==> config.mk <==
export PLATFORM = sky130hd
export DESIGN_NAME = qam_demod
export DESIGN_NICKNAME = d
export VERILOG_FILES = /design/src/rtl/qam_demod_pkg.sv /design/src/rtl/qam_correlator.sv /design/src/rtl/qam_demod.sv
export SDC_FILE = /design/constraint.sdc
export NUM_CORES = 1
export LEC_CHECK = 0
export BUFFER_PORTS_ARGS = -buffer_cell sky130_fd_sc_hd__buf_2
export CORE_MARGIN = 3
export CORE_UTILIZATION = 40
export DETAILED_ROUTE_END_ITERATION = 7
export PLACE_DENSITY = 0.54
export SYNTH_ARGS = -nofsm -noshare
export SYNTH_HDL_FRONTEND = slang
export SYNTH_HIERARCHICAL = 1
export SYNTH_SLANG_ARGS = --single-unit
==> constraint.sdc <==
create_clock -name clk -period 7.7 [get_ports clk]
set_input_delay 1.155 -clock clk [delete_from_list [all_inputs] [get_ports clk]]
set_output_delay 1.155 -clock clk [all_outputs]
set_load 0.05 [all_outputs]
==> src/rtl/qam_demod_pkg.sv <==
// Shared widths, symbol codes and small arithmetic helpers for the QPSK demodulator.
// Accumulator width covers 128 full-scale products, so sums never wrap.
package qam_demod_pkg;

    localparam int SAMPLE_W   = 9;
    localparam int PHASE_W    = 7;
    localparam int SYMBOL_LEN = 128;
    localparam int PROD_W     = 18;
    localparam int ACC_W      = PROD_W + PHASE_W;
    localparam int ENERGY_W   = ACC_W + 1;

    localparam logic [PHASE_W-1:0] PHASE_FIRST = '0;
    localparam logic [PHASE_W-1:0] PHASE_LAST  = PHASE_W'(SYMBOL_LEN - 1);

    // Symbol codes named by the signs of the I and Q correlations.
    localparam logic [1:0] SYM_PI_NQ = 2'b00;
    localparam logic [1:0] SYM_PI_PQ = 2'b01;
    localparam logic [1:0] SYM_NI_PQ = 2'b11;
    localparam logic [1:0] SYM_NI_NQ = 2'b10;

    function automatic logic [ACC_W-1:0] abs_acc(input logic signed [ACC_W-1:0] v);
        return v[ACC_W-1] ? ACC_W'(-v) : ACC_W'(v);
    endfunction

    // A zero Q correlation falls on the negative-Q side.
    function automatic logic [1:0] decide_symbol(input logic signed [ACC_W-1:0] i_sum,
                                                 input logic signed [ACC_W-1:0] q_sum);
        logic neg_i;
        logic pos_q;
        neg_i = i_sum[ACC_W-1];
        pos_q = (q_sum > 0);
        if (!neg_i && !pos_q)
            return SYM_PI_NQ;
        else if (!neg_i && pos_q)
            return SYM_PI_PQ;
        else if (neg_i && pos_q)
            return SYM_NI_PQ;
        else
            return SYM_NI_NQ;
    endfunction

endpackage

==> src/rtl/qam_correlator.sv <==
// One correlator arm: registered sample x reference product feeding a load/accumulate register.
// sum_o is the running total including the product currently held in the pipeline.
module qam_correlator
    import qam_demod_pkg::*;
(
    input  logic                clk,
    input  logic                reset,
    input  logic [SAMPLE_W-1:0] sample_i,
    input  logic [SAMPLE_W-1:0] ref_i,
    input  logic                first_i,
    input  logic                clear_i,
    output logic [ACC_W-1:0]    sum_o
);

    logic signed [PROD_W-1:0] prod_d;
    logic signed [PROD_W-1:0] prod_q;
    logic signed [ACC_W-1:0]  prod_ext;
    logic signed [ACC_W-1:0]  sum;
    logic signed [ACC_W-1:0]  acc_d;
    logic signed [ACC_W-1:0]  acc_q;

    assign prod_d   = PROD_W'($signed(sample_i)) * PROD_W'($signed(ref_i));
    assign prod_ext = {{(ACC_W - PROD_W){prod_q[PROD_W-1]}}, prod_q};

    // A first tag starts a fresh symbol by loading instead of adding.
    always_comb begin
        sum   = first_i ? prod_ext : (acc_q + prod_ext);
        acc_d = clear_i ? '0 : sum;
    end

    assign sum_o = sum;

    always_ff @(posedge clk or posedge reset) begin
        if (reset) begin
            prod_q <= '0;
            acc_q  <= '0;
        end else begin
            prod_q <= prod_d;
            acc_q  <= acc_d;
        end
    end

endmodule

==> src/rtl/qam_demod.sv <==
// Coherent QPSK demodulator: phase counter driving the sin/cos LUT, I/Q correlation over
// 128-sample symbols and a registered hard decision gated by a carrier-energy threshold.
module qam_demod
    import qam_demod_pkg::*;
#(
    parameter logic [ACC_W-1:0] THRESH = 25'd100000
) (
    input  logic                clk,
    input  logic                reset,
    input  logic                sync,
    input  logic [SAMPLE_W-1:0] demod_in,
    input  logic [SAMPLE_W-1:0] GetSin,
    input  logic [SAMPLE_W-1:0] GetCos,
    output logic [PHASE_W-1:0]  recv_read,
    output logic [1:0]          symbol_out,
    output logic                symbol_valid,
    output logic                carrier
);

    logic [PHASE_W-1:0] phase_d, phase_q;
    logic               armed_d, armed_q;
    logic               first_q, last_q, live_q, sync_q;
    logic               at_first, at_last;
    logic               acc_clear;

    logic [ACC_W-1:0]    i_sum, q_sum;
    logic [ENERGY_W-1:0] energy;
    logic                energy_hit;
    logic                decide;

    logic [1:0] symbol_d, symbol_q;
    logic       valid_d, valid_q;
    logic       carrier_d, carrier_q;

    assign at_first = (phase_q == PHASE_FIRST);
    assign at_last  = (phase_q == PHASE_LAST);

    // armed tracks whether the current sample belongs to an aligned symbol; sync drops
    // alignment for later samples only, so the sample presented with sync stays live.
    always_comb begin
        phase_d = sync ? PHASE_FIRST : phase_q + 1'b1;
        armed_d = sync ? 1'b0 : (armed_q | at_first);
    end

    always_ff @(posedge clk or posedge reset) begin
        if (reset) begin
            phase_q <= '0;
            armed_q <= 1'b0;
            first_q <= 1'b0;
            last_q  <= 1'b0;
            live_q  <= 1'b0;
            sync_q  <= 1'b0;
        end else begin
            phase_q <= phase_d;
            armed_q <= armed_d;
            first_q <= at_first;
            last_q  <= at_last;
            live_q  <= armed_q | at_first;
            sync_q  <= sync;
        end
    end

    // Partial sums are discarded once the realigning sample has been consumed.
    assign acc_clear = sync_q | ~live_q;

    qam_correlator u_corr_i (
        .clk      (clk),
        .reset    (reset),
        .sample_i (demod_in),
        .ref_i    (GetCos),
        .first_i  (first_q),
        .clear_i  (acc_clear),
        .sum_o    (i_sum)
    );

    qam_correlator u_corr_q (
        .clk      (clk),
        .reset    (reset),
        .sample_i (demod_in),
        .ref_i    (GetSin),
        .first_i  (first_q),
        .clear_i  (acc_clear),
        .sum_o    (q_sum)
    );

    assign energy     = {1'b0, abs_acc(i_sum)} + {1'b0, abs_acc(q_sum)};
    assign energy_hit = (energy >= {1'b0, THRESH});
    assign decide     = last_q & live_q;

    always_comb begin
        symbol_d  = symbol_q;
        valid_d   = 1'b0;
        carrier_d = carrier_q;
        if (decide) begin
            carrier_d = energy_hit;
            if (energy_hit) begin
                valid_d  = 1'b1;
                symbol_d = decide_symbol(i_sum, q_sum);
            end
        end
    end

    always_ff @(posedge clk or posedge reset) begin
        if (reset) begin
            symbol_q  <= '0;
            valid_q   <= 1'b0;
            carrier_q <= 1'b0;
        end else begin
            symbol_q  <= symbol_d;
            valid_q   <= valid_d;
            carrier_q <= carrier_d;
        end
    end

    assign recv_read    = phase_q;
    assign symbol_out   = symbol_q;
    assign symbol_valid = valid_q;
    assign carrier      = carrier_q;

endmodule

# Word level (Yosys, flattened, before mapping)
# Index checks and enable logic that the tools add are counted.
[totals]
register_bits = 102
in_bits = 30
word_cells = 48
[classes]
n_addsub = 6
n_mul = 2
magnitude_cmp = 2
n_eq_ne = 1
mux = 13
bitwise_logic = 4
reduce_logical = 7
[ops]
columns = ["operator", "n"]
rows = [
  ["25-bit 2-to-1 mux", 6],
  ["25-bit by 18-bit adder with 25-bit output", 2],
  ["25-bit negation", 2],
  ["9-bit by 9-bit multiplier with 18-bit output", 2],
  ["25-bit by 25-bit adder with 26-bit output", 1],
  ["26-bit by 17-bit greater-or-equal comparator with 1-bit output, second input constant", 1],
  ["25-bit by 1-bit greater-than comparator with 1-bit output, second input constant", 1],
  ["7-bit by 1-bit adder with 7-bit output, second input constant", 1],
  ["7-bit == test, second input constant", 1],
  ["7-bit zero test", 1],
  ["7-bit 2-to-1 mux", 1],
  ["1-bit 2-to-1 mux", 4],
  ["2-bit 2-to-1 mux", 2],
  ["1-bit logical AND", 3],
  ["1-bit zero test", 2],
  ["1-bit bitwise OR", 2],
  ["2-bit AND reduction", 1],
  ["1-bit AND", 1],
  ["1-bit inverter", 1],
]

# Logic depth before layout (Yosys ltp)
[logic_depth]
word_depth = 8
mapped_depth = 25
ltp_nobuf = 24

# Hierarchy
# The synthesis kept the hierarchy.
[by_module_without_submodules]
columns = ["module", "n_inst", "cells_per_inst", "area_each_um2", "seq_area_each_um2"]
rows = [
  ["qam_correlator at u_corr_i", 1, 629, 5784.3, 1076.0],
  ["qam_correlator at u_corr_q", 1, 626, 5760.5, 1076.0],
  ["qam_demod", 1, 394, 3041.7, 400.4],
]

# Worst setup path before layout
# OpenSTA, ideal clock, no wires.
[synth_path]
kind = "register to register"
from = "register u_corr_q.prod_q[0]"
to = "register symbol_q[0], in the netlist symbol_out[0]"
setup_ps = 125
arrival_time_ps = 5914
t_required_ps = 7575
setup_slack_ps = 1661
path_stages_with_launch = 25
path_buffers = 0
synth_period_minus_slack_ps = 6039
path_cell_list = "dfrtp_1 -> ha_1 -> fa_1 -> a211oi_2 -> o21ai_2 -> o21ai_0 -> o21ai_0 -> xnor2_1 -> o21ai_0 -> or4_1 -> nor3_1 -> nand2b_1 -> or4_1 -> o41ai_1 -> xnor2_1 -> ha_1 -> o21ai_0 -> o21bai_1 -> mux2_2 -> a311oi_1 -> o311ai_2 -> o21ai_0 -> o21ai_1 -> a41oi_2 -> mux2_2"
[synth_between]
elab_chain_cells = 7
elab_cells_between_ends = 15
[synth_lines]
columns = ["element", "line", "rtl"]
rows = [
  ["start: declaration", "qam_correlator.sv:16", "logic signed [PROD_W-1:0] prod_q;"],
  ["start signal: assignment", "qam_correlator.sv:38", "prod_q <= prod_d;"],
  ["25-bit by 18-bit adder with 25-bit output *", "qam_correlator.sv:27", "sum = first_i ? prod_ext : (acc_q + prod_ext);"],
  ["25-bit 2-to-1 mux *", "qam_correlator.sv:27", ""],
  ["net q_sum[10]", "qam_demod.sv:26", "logic [ACC_W-1:0] i_sum, q_sum;"],
  ["25-bit negation or 25-bit by 1-bit greater-than comparator with 1-bit output (tied branches)", "qam_demod_pkg.sv:22, qam_demod_pkg.sv:31", ""],
  ["25-bit 2-to-1 mux or 1-bit logical AND (tied branches)", "qam_demod_pkg.sv:22, qam_demod_pkg.sv:36", ""],
  ["25-bit by 25-bit adder with 26-bit output or 1-bit 2-to-1 mux (tied branches)", "qam_demod.sv:86, qam_demod_pkg.sv:36", ""],
  ["26-bit by 17-bit greater-or-equal comparator with 1-bit output or 2-bit 2-to-1 mux (tied branches)", "qam_demod.sv:87, qam_demod_pkg.sv:34", ""],
  ["2-bit AND reduction (no line) or 2-bit 2-to-1 mux (tied branches)", "-", ""],
  ["end signal: assignment", "qam_demod.sv:109", "symbol_q <= symbol_d;"],
  ["end: declaration", "qam_demod.sv:31", "logic [1:0] symbol_d, symbol_q;"],
]
# The timed path passes the listed nets; every way through them passes the cells marked *.
# A chain may end at the register's enable or synchronous reset.

# Worst setup path in the final report
# Ends and elaborated chain as after synthesis.

==> flow_metrics.py <==
metrics = {
    "cells_and_area": {
        "fillers": 3651,
        "area_growth_pct": 6.648,
        "final_area_mm2": 0.01556,
        "layout.nets": 1988,
        "antenna_cells": 0,
        "fin_cells": 2128,
        "drive_gt1_frac": 0.06719,
    },
    "worst_setup_path": {
        "cp-start-kind": "register",
        "cp_max_fo": 11,
        "end_kind": "register",
        "cp_data_required_time_ps": 7960,
        "rr_worst_depth": 24,
        "cp.arrival_ps": 7020,
        "worst-setup-path-type": "reg2reg",
    },
    "synth": {
        "yosysTopAreaCell": "fa_1",
        "synth_top_family_by_area": "adder cells",
        "synth_top_area_frac": 0.1963,
        "synthFlopType": "dfrtp_1",
        "synthSimpleGateAreaFrac": 0.1801,
        "synthTopCellsByCount": "nand2_1 (193), inv_1 (169), ha_1 (153)",
        "syn_avg_cell_area_um2": 8.846,
        "synthMuxAreaShare": 0.01939,
        "synth_compound_area_frac": 0.1637,
        "ys_ff_latch": 102,
        "synth_fp_nets": 1975,
        "netlist_instances": 1649,
        "yosys.area_share.xor_xnor": 0.07746,
        "synth.most_common_cell": "nand2_1",
        "synth.area.top_cells": "fa_1 (20%), dfrtp_1 (17%), ha_1 (13%), xnor2_1 (6.5%), nand2_1 (5.0%)",
        "synth_area_mm2": 0.01459,
        "yosys_warnings": 6,
        "yosysSeqAreaShare": 0.1750,
        "ys_types": 86,
        "synthAdderAreaFrac": 0.3275,
        "synth_async_sr_flop_share": 1.000,
        "synth_edf_count": 0,
    },
    "die": {
        "core_area_mm2": 0.03574,
        "io_pins": 41,
        "fp.dieW_um": 197.0,
        "start_util": 0.4081,
        "die_h_um": 197.0,
        "num_rows": 69,
        "dieArea_mm2": 0.03879,
    },
    "cts": {
        "post-cts-setup-buffers": 0,
        "clk_root_buffer_cell": "clkbuf_16",
        "cts.clk_slew.worst_paths_ps": 80,
        "cts-resized-gates": 0,
        "cts_max_path_buffers": 2,
        "cts_tree": "built",
        "clock-sinks": 102,
        "ctsHoldBuffers": 0,
        "htree_levels": 3,
        "worst_skew_pair.late_latency_ps": 370,
        "cts_inserted_buffers": 9,
    },
    "timing": {
        "finalSetupViolations": 0,
        "skew_ps": 11.33,
        "min_period_ps": 6763,
        "period_share": 0.8783,
        "clock.fmax_ghz": 0.1479,
        "hold_violations": 0,
        "finalSetupTns_ps": 0,
        "tightestPinTransition_ps": 1027,
        "rsz0062_at_grt": "false",
        "max_slew_margin": 0.3121,
        "maxSlewViolCount": 0,
    },
    "flow_run": {
        "max-cap-violations": 0,
    },
    "placed_design": {
        "place_area_mm2": 0.01525,
        "gp_congestion": 0.8755,
        "dpl.hpwl_mm": 27.04,
        "place.port_buffers": 40,
        "dp_cells": 2112,
    },
    "worst_hold_path": {
        "min_path_type": "reg2reg",
        "hold_depth": 1,
    },
    "grt": {
        "grt_usage": 0.1807,
        "grt_pass1_wl_mm": 57.57,
        "antenna_found_initial": 0,
        "grt_max_degree": 44,
        "grt_pass1_vias": 11410,
        "grt-ovfl-total": 0,
    },
    "route": {
        "drt-initial-drc-count": 559,
        "ant_nets": 0,
        "drc": 0,
        "post_drt_via_cell_ratio": 5.287,
        "wl_per_cell_um": 15.99,
        "vias": 11250,
        "drtPass1Iterations": 5,
        "drt_wl_total_mm": 34.03,
    },
    "status": {
        "outcome": "finished, final reports clean",
    },
}
[routing by layer]
metal | track usage | wire length (um) | share of wire
met2 | 0.2956 | 15370 | 0.45
met1 | 0.2572 | 17230 | 0.51
met5 | 0 | 0 | 0
met3 | 0.01812 | 805 | 0.024
met4 | 0.04963 | 625 | 0.018
[final timing paths]
| kind | startpoint | to | slack, ps |
|---|---|---|---|
| worst max-delay path | u_corr_q/prod_q[0]$_DFF_PP0_ | symbol_out[0]$_DFFE_PP0P_ | 940 |
| worst min register to register | armed_q$_DFF_PP0_ | live_q$_DFF_PP0_ | 450 |
| min in group asynchronous | reset | carrier$_DFFE_PP0P_ | 890 |
| worst min-delay path | armed_q$_DFF_PP0_ | live_q$_DFF_PP0_ | 450 |
| worst max register to register | u_corr_q/prod_q[0]$_DFF_PP0_ | symbol_out[0]$_DFFE_PP0P_ | 940 |
| max in group asynchronous | reset | u_corr_q/prod_q[6]$_DFF_PP0_ | 6040 |
[sequential cells by signal (all words and copies together) (netlist names)]
signal           cells
symbol_valid         1
recv_read            7
symbol_out           2
u_corr_i/prod_q     18
u_corr_q/acc_q      25
carrier              1
u_corr_i/acc_q      25
sync_q               1
last_q               1
armed_q              1
live_q               1
first_q              1
u_corr_q/prod_q     18
[stage by stage]
| stage | hold slack [ps] | utilization | setup slack (ps) |
|---|---|---|---|
| 3_3_place_gp | 434.5 | 0.4266 | 1065 |
| 4_1_cts | 455.6 | 0.4352 | 911.6 |
| 5_1_grt | 471.4 | 0.4352 | 386.7 |
| 3_5_place_dp | 435.2 | 0.4266 | 951.3 |
| 6_report | 451.4 | 0.4352 | 937.4 |
| 2_1_floorplan | 421.7 | - | 1661 |
[cells in the final DEF (no fill, tap or decap), types with 14 or more instances in the layout]
cell type	instances
a21o_1	35
a21oi_1	96
and2_1	87
buf_2	40
dfrtp_1	101
fa_1	143
ha_1	153
inv_1	167
mux2i_1	17
nand2_1	193
nand2b_1	18
nand3_1	24
nand4_1	14
nor2_1	80
nor2b_1	29
o21ai_0	68
o21ai_1	19
o31ai_1	16
xnor2_1	107
xor2_1	20
[worst max-delay path, cell delays in order, from the launching register on]
cell      delay [ps]
dfrtp_1          380
ha_1             230
fa_1             440
a211oi_2         240
o21ai_2          120
o21ai_0          240
o21ai_0          140
xnor2_1          140
o21ai_0          160
or4_1            610
nor3_1           210
nand2b_1         120
or4_1            500
o21ai_0          240
xnor2_1          100
ha_1             530
a211oi_1         140
o21bai_1         400
mux2_2           390
a311oi_1         290
o311ai_2         170
o21ai_0          110
o21ai_1          120
a41oi_2          260
mux2_2           370
[kinds of logic (layout without fill, tap and decap cells)]
kind of cell | Yosys count | after routing
AND/OR/NAND/NOR | 523 | 523
AO/OA/AOI/OAI | 356 | 356
XOR/XNOR | 129 | 129
multiplexers | 27 | 27
flip-flops | 102 | 102
buffers and inverters | 216 | 234
adder cells (fa/ha/maj) | 296 | 296
[cell type report]
type | count | area, um^2 | share of cell area
clock inverter | 5 | 65.06 | 0.004182
multi-input combinational | 1331 | 11220 | 0.7212
sequential | 102 | 2554 | 0.1642
timing repair buffer | 48 | 260.3 | 0.01673
clock buffer | 11 | 242.7 | 0.01560
tap | 461 | 576.8 | 0.03708
inverter | 170 | 638.1 | 0.04102
Power is not shown: default switching activity piles up to over one toggle a cycle in this logic, so the estimate is an artifact.
